===== src/rtl/btn_pkg.sv =====
// Shared constants, lane-index helpers and types for the lane-switch conditioner.
// Defaults target a 100 MHz core clock.
package btn_pkg;

    localparam int DEBOUNCE_CYCLES_DEF = 1000000;
    localparam int REPEAT_DELAY_DEF    = 50000000;
    localparam int REPEAT_PERIOD_DEF   = 20000000;
    localparam int MAX_LANES           = 32;

    // Width of a lane index; a single lane still gets a 1-bit index.
    function automatic int lane_w(input int n_ch);
        return (n_ch > 1) ? $clog2(n_ch) : 1;
    endfunction

    localparam int LANE_W_MAX = lane_w(MAX_LANES);

    typedef logic [LANE_W_MAX-1:0] lane_idx_t;

endpackage


===== src/rtl/btn_debounce.sv =====
// One lane: synchroniser, debouncer, press/release pulses, hold auto-repeat under BTN_REPEAT_EN.
// Latency: level/press update SYNC_STAGES+DEBOUNCE_CYCLES edges after the pin settles.
// Backpressure: none; pulses are one cycle wide and are never held.
module btn_debounce
    import btn_pkg::*;
#(
    parameter int SYNC_STAGES     = 2,
    parameter int DEBOUNCE_CYCLES = DEBOUNCE_CYCLES_DEF
`ifdef BTN_REPEAT_EN
    ,
    parameter int REPEAT_DELAY    = REPEAT_DELAY_DEF,
    parameter int REPEAT_PERIOD   = REPEAT_PERIOD_DEF
`endif
) (
    input  logic clk,
    input  logic rst_n,
    input  logic sw_in,
    output logic level,
    output logic press,
    output logic release_pulse
);

    localparam int CW = $clog2(DEBOUNCE_CYCLES + 1);

    logic [SYNC_STAGES-1:0] sync_q, sync_d;
    logic                   stable_q, stable_d;
    logic [CW-1:0]          cnt_q, cnt_d, cnt_inc;
    logic                   press_q, press_d;
    logic                   rel_q, rel_d;
    logic                   sync_s, differ, toggle;
    logic                   rep_fire;

`ifdef BTN_REPEAT_EN
    localparam int RPT_MAX = (REPEAT_DELAY > REPEAT_PERIOD) ? REPEAT_DELAY : REPEAT_PERIOD;
    localparam int RW      = $clog2(RPT_MAX + 1);

    logic [RW-1:0] rep_cnt_q, rep_cnt_d, rep_inc, rep_target;
    logic          rep_armed_q, rep_armed_d;

    // rep_armed_q selects the period once the initial hold delay has elapsed.
    always_comb begin
        rep_inc     = rep_cnt_q + 1'b1;
        rep_target  = rep_armed_q ? RW'(REPEAT_PERIOD) : RW'(REPEAT_DELAY);
        rep_fire    = stable_q && !toggle && (rep_inc == rep_target);
        rep_cnt_d   = '0;
        rep_armed_d = 1'b0;
        if (stable_q && !toggle) begin
            rep_cnt_d   = rep_fire ? '0 : rep_inc;
            rep_armed_d = rep_armed_q | rep_fire;
        end
    end

    always_ff @(posedge clk or negedge rst_n) begin
        if (!rst_n) begin
            rep_cnt_q   <= '0;
            rep_armed_q <= 1'b0;
        end else begin
            rep_cnt_q   <= rep_cnt_d;
            rep_armed_q <= rep_armed_d;
        end
    end
`else
    assign rep_fire = 1'b0;
`endif

    always_comb begin
        sync_d   = {sync_q[SYNC_STAGES-2:0], sw_in};
        sync_s   = sync_q[SYNC_STAGES-1];
        differ   = sync_s ^ stable_q;
        cnt_inc  = cnt_q + 1'b1;
        // Accept the new level on the sample that would complete the run.
        toggle   = differ && (cnt_inc == CW'(DEBOUNCE_CYCLES));
        stable_d = stable_q ^ toggle;
        cnt_d    = (differ && !toggle) ? cnt_inc : '0;
        press_d  = (toggle && !stable_q) || rep_fire;
        rel_d    = toggle && stable_q;
    end

    always_ff @(posedge clk or negedge rst_n) begin
        if (!rst_n) begin
            sync_q   <= '0;
            stable_q <= 1'b0;
            cnt_q    <= '0;
            press_q  <= 1'b0;
            rel_q    <= 1'b0;
        end else begin
            sync_q   <= sync_d;
            stable_q <= stable_d;
            cnt_q    <= cnt_d;
            press_q  <= press_d;
            rel_q    <= rel_d;
        end
    end

    assign level         = stable_q;
    assign press         = press_q;
    assign release_pulse = rel_q;

endmodule


===== src/rtl/btn_lane_conditioner.sv =====
// N_CH-lane switch conditioner: debounced LEDs, edge pulses and a pending-mask press-event queue (BTN_REPEAT_EN adds hold repeat).
// Latency: ev_valid rises one cycle after press; an accepted lane clears at the accepting edge.
// Backpressure: ev_ready low keeps presses pending; a press on a still-pending lane sets sticky ovf.
module btn_lane_conditioner
    import btn_pkg::*;
#(
    parameter int N_CH            = 6,
    parameter int SYNC_STAGES     = 2,
    parameter int DEBOUNCE_CYCLES = DEBOUNCE_CYCLES_DEF
`ifdef BTN_REPEAT_EN
    ,
    parameter int REPEAT_DELAY    = REPEAT_DELAY_DEF,
    parameter int REPEAT_PERIOD   = REPEAT_PERIOD_DEF
`endif
) (
    input  logic                      clk,
    input  logic                      rst_n,
    input  logic [N_CH-1:0]           sw_in,
    output logic [N_CH-1:0]           led_out,
    output logic [N_CH-1:0]           press,
    output logic [N_CH-1:0]           release_pulse,
    output logic                      ev_valid,
    output logic [lane_w(N_CH)-1:0]   ev_lane,
    input  logic                      ev_ready,
    output logic                      ovf,
    input  logic                      ovf_clr
);

    localparam int LW = lane_w(N_CH);

    logic [N_CH-1:0] pending_q, pending_d;
    logic [N_CH-1:0] clr_mask;
    logic [LW-1:0]   sel;
    logic            accept;
    logic            ovf_hit;
    logic            ovf_q, ovf_d;

    for (genvar i = 0; i < N_CH; i++) begin : g_lane
`ifdef BTN_REPEAT_EN
        btn_debounce #(
            .SYNC_STAGES     (SYNC_STAGES),
            .DEBOUNCE_CYCLES (DEBOUNCE_CYCLES),
            .REPEAT_DELAY    (REPEAT_DELAY),
            .REPEAT_PERIOD   (REPEAT_PERIOD)
        ) u_deb (
            .clk           (clk),
            .rst_n         (rst_n),
            .sw_in         (sw_in[i]),
            .level         (led_out[i]),
            .press         (press[i]),
            .release_pulse (release_pulse[i])
        );
`else
        btn_debounce #(
            .SYNC_STAGES     (SYNC_STAGES),
            .DEBOUNCE_CYCLES (DEBOUNCE_CYCLES)
        ) u_deb (
            .clk           (clk),
            .rst_n         (rst_n),
            .sw_in         (sw_in[i]),
            .level         (led_out[i]),
            .press         (press[i]),
            .release_pulse (release_pulse[i])
        );
`endif
    end

    always_comb begin
        // Scan downward so the lowest pending lane wins.
        sel = '0;
        for (int i = N_CH - 1; i >= 0; i--) begin
            if (pending_q[i]) begin
                sel = LW'(i);
            end
        end
        ev_valid  = |pending_q;
        ev_lane   = sel;
        accept    = ev_valid && ev_ready;
        clr_mask  = accept ? (N_CH'(1) << sel) : '0;
        // A press landing on the lane being drained re-arms it without overflow.
        pending_d = (pending_q & ~clr_mask) | press;
        ovf_hit   = |(press & pending_q & ~clr_mask);
        ovf_d     = ovf_hit || (ovf_q && !ovf_clr);
    end

    always_ff @(posedge clk or negedge rst_n) begin
        if (!rst_n) begin
            pending_q <= '0;
            ovf_q     <= 1'b0;
        end else begin
            pending_q <= pending_d;
            ovf_q     <= ovf_d;
        end
    end

    assign ovf = ovf_q;

endmodule

===== config.mk =====
export PLATFORM = sky130hd
export DESIGN_NAME = btn_lane_conditioner
export DESIGN_NICKNAME = d
export VERILOG_FILES = /design/src/rtl/btn_pkg.sv /design/src/rtl/btn_debounce.sv /design/src/rtl/btn_lane_conditioner.sv
export SDC_FILE = /design/constraint.sdc
export NUM_CORES = 1
export LEC_CHECK = 0
export CAP_MARGIN = 20
export CORE_ASPECT_RATIO = 2
export CORE_MARGIN = 1
export CORE_UTILIZATION = 55
export CTS_CLUSTER_DIAMETER = 50
export DETAILED_ROUTE_END_ITERATION = 6
export DONT_BUFFER_PORTS = 1
export PLACE_DENSITY_LB_ADDON = 0.25
export SYNTH_ARGS = -nofsm -noshare
export SYNTH_HDL_FRONTEND = slang
export SYNTH_SLANG_ARGS = --single-unit

===== constraint.sdc =====
create_clock -name clk -period 2.5 [get_ports clk]
set_input_delay 0.375 -clock clk [delete_from_list [all_inputs] [get_ports clk]]
set_output_delay 0.375 -clock clk [all_outputs]
set_load 0.02 [all_outputs]

==> impl_metrics.tcl <==
set metrics [dict create \
    p_sw_uw 1377 \
    cpMaxStageDelayCell "or4_4" \
    postCtsHoldBufs 6 \
    end_kind "flop" \
    die_w_um 90.78 \
    wirelength_um 19580 \
    slew_headroom_pct 64.16 \
    clock_path_buffers 2 \
    p_clk_share_pct 47.4 \
    min_period_ns 2.471 \
    area_growth_pct 22.40 \
    vias 7043 \
    portBuffers 0 \
    finalHoldViolCount 157 \
    post-dp-hpwl_um 13780 \
    cap_violations 0 \
    finalWorstSetupSlack_ns 0.02870 \
    route.detailed.drc 0 \
    ant_nets 0 \
    setup_violations 0 \
    p_int_uw 4047 \
    async_reset_ff_share_pct 100.0 \
    synth_edf_count 0 \
    synth_ff_type "dfrtp_1" \
    clk_latency_ns 0.43 \
    critical_path_buf_inv_count 1 \
    cts-root-buf "clkbuf_16" \
    p_leak_uw 0.004484 \
    rsz0062_at_grt "true" \
    core_area_um2 15370 \
    gp_congestion 0.8580 \
    power_frac_comb_pct 4.5 \
    power_density_nw_per_um2 511.1 \
    postLayoutCoreUtil_pct 69.02 \
    yosysWarnings 0 \
    post-route-period-util_pct 98.85 \
    grt_antenna_before_repair 0 \
    start_kind "flop" \
    via_per_inst 5.703 \
    setup.worst_path.class "reg2reg" \
    first_global_vias 7449 \
    yosysSeqAreaShare_pct 45.32 \
    numCtsBuffers 17 \
    status "complete, but fails checks" \
    ios 33 \
    ir_worst_vdd_uv 463.4 \
    slew_viol_final 0 \
    path_clk_slew_ns 0.07 \
    grt_max_degree 158 \
    firstDrtPassIters 5 \
    crit_path_max_incr_delay_ns 0.63 \
    netlist.area_leader.share_pct 45.32 \
    fp.dieH_um 179.6 \
    synth_area_leaders "dfrtp_1 (45%), xnor2_1 (7.2%), nor2_1 (6.3%), xor2_1 (4.8%), nand3_1 (3.0%)" \
    syn_area_um2 8670 \
    crit_family "simple AND/OR/NAND/NOR gates" \
    crit_fanout 8 \
    crit_chain "ha_4 > buf_6 > a21oi_2 > nor4_1 > nor3b_1 > o2111ai_2 > or4_4 > mux2_4" \
    grt.total_usage_pct 25.17 \
    postSynthAreaPerCell_um2 9.383 \
    layout-drive-gt1-share_pct 22.28 \
    final_nets 1046 \
    pre_cts_ws_ns -0.1496 \
    violations "negative hold slack" \
    cts.sinks 157 \
    syn_nets 946 \
    worst_clock_skew_ns 0.009471 \
    dr.first_iter.drc_count 304 \
    fillerInstances 1228 \
    power.share.sequential_pct 48.1 \
    start_util_pct 56.39 \
    grt_pass1_wl_um 33150 \
    synthDistinctLibCells 67 \
    max_freq_ghz 0.4046 \
    dieArea_um2 16300 \
    sw_frac_of_total_pct 25.38 \
    worst_pin_slew_ns 0.5327 \
    fp-row-count 64 \
    syn_inst 924 \
    crit_required_ns 2.82 \
    tns_ns 0 \
    cts_tree "built" \
    grt_overflow 0 \
    hold_ws_ns -0.3664 \
    num_antenna_cells 0 \
    seq_area_um2 3933 \
    ys_seq_elements 157 \
    multi_input_area_um2 4592 \
    arrival_ns 2.79 \
    ctsHtreeMaxLevel 4 \
    routedWlPerCell_um 15.86 \
    synth_largest_area_cell "dfrtp_1" \
    hold_class "in2async" \
]
==> repair_timing <==
item                                   CTS  global route
resized for setup                        7            47
setup buffers                            1             9
pin swaps                                3            17
setup endpoints to repair               51           104
gates cloned                             0             1
endpoints found under the hold margin  163           157
==> power groups by stage <==
stage	Clock [uW]	Sequential [uW]	Combinational (uW)
floorplan	0	2650	122
global placement	0	2650	205
detailed placement	0	2650	208
CTS	2640	2600	221
global route	2720	2610	268
finish	2570	2610	246
==> per-stage QoR <==
stage / cells / hold WS, ns / cell area (um^2) / total power (uW)
after global placement: 1186 / 0.08260 / 9605 / 2856
after detailed placement: 1186 / 0.08366 / 9605 / 2861
after floorplan: 924 / 0.07941 / 8755 / 2771
after global routing: 1235 / -0.3821 / 10610 / 5601
final: 1235 / -0.3664 / 10610 / 5424
after CTS: 1225 / -0.3811 / 10300 / 5463
==> cell usage in the layout (no fill, tap or decap), types with 11 or more instances in the layout <==
| cell type | count |
|---|---|
| xnor2_1 | 71 |
| clkbuf_16 | 18 |
| dfrtp_1 | 154 |
| nor2_1 | 146 |
| and3_1 | 19 |
| inv_1 | 23 |
| o21ai_0 | 15 |
| a21oi_1 | 15 |
| buf_4 | 125 |
| nand3_1 | 50 |
| a31oi_1 | 11 |
| or3_1 | 11 |
| nand2_1 | 50 |
| nand4_1 | 28 |
| and4_1 | 15 |
| xor2_1 | 48 |
| nor3_1 | 30 |
| nor3b_1 | 13 |
==> layout make-up <==
class	instances	area share, %
sequential	157	37.06
clock buffer	17	4.009
clock inverter	15	1.580
multi-input combinational	684	43.27
tap	198	2.335
timing repair buffer	141	10.93
inverter	23	0.8136
==> sequential cells by signal (all words and copies together), names as in the netlist, named ones only <==
| register | flops |
|---|---|
| g_lane.u_deb.cnt_q | 120 |
| g_lane.u_deb.press | 6 |
| g_lane.u_deb.release_pulse | 6 |
| g_lane.u_deb.sync_q | 12 |
| ovf | 1 |
| pending_q | 6 |
==> final timing paths <==
path	startpoint	end	slack, ns	cells after the start
setup / recovery	g_lane[1].u_deb.cnt_q[1]	flop	0.03	8
hold / removal	rst_n	g_lane[5].u_deb.cnt_q[17]	-0.37	0
setup reg to reg	g_lane[1].u_deb.cnt_q[1]	flop	0.03	8
hold reg to reg	g_lane[2].u_deb.sync_q[0]	g_lane[2].u_deb.sync_q[1]	0.35	0
max in group asynchronous	rst_n	g_lane[0].u_deb.cnt_q[2]	2.60	0
min in group clk	ev_ready	pending_q[0]	0.04	1
==> routing by layer <==
layer,vias to the layer above,global-route usage [%],part of all wire (%)
li1,3414,-,-
met1,3424,24.87,36
met2,134,48.55,57
met3,71,4.061,3.0
met4,0,13.71,4.1
met5,-,0,0
==> cell usage after synthesis, types with 9 or more instances <==
cell type	n
and4_1	15
o21ai_0	17
and2_1	9
nand3_1	52
inv_1	23
nor3_1	35
a21oi_1	21
and3_1	19
or3_1	14
xor2_1	48
nor3b_1	16
xnor2_1	71
a31oi_1	11
dfrtp_1	157
clkbuf_1	12
nor2_1	146
buf_2	19
nand2_1	53
buf_4	24
nand4_1	28
nor4_1	11
ha_1	12
==> logic make-up after synthesis <==
kind of cell / after synthesis / synth area share, %
AND/OR/NAND/NOR: 446 / 26.96
flip-flops: 157 / 45.32
XOR/XNOR: 119 / 12.02
AO/OA/AOI/OAI: 98 / 7.664
buffers and inverters: 83 / 5.123
adder cells (fa/ha/maj): 12 / 1.732
multiplexers: 9 / 1.183
Power figures use the tool's default switching activity.
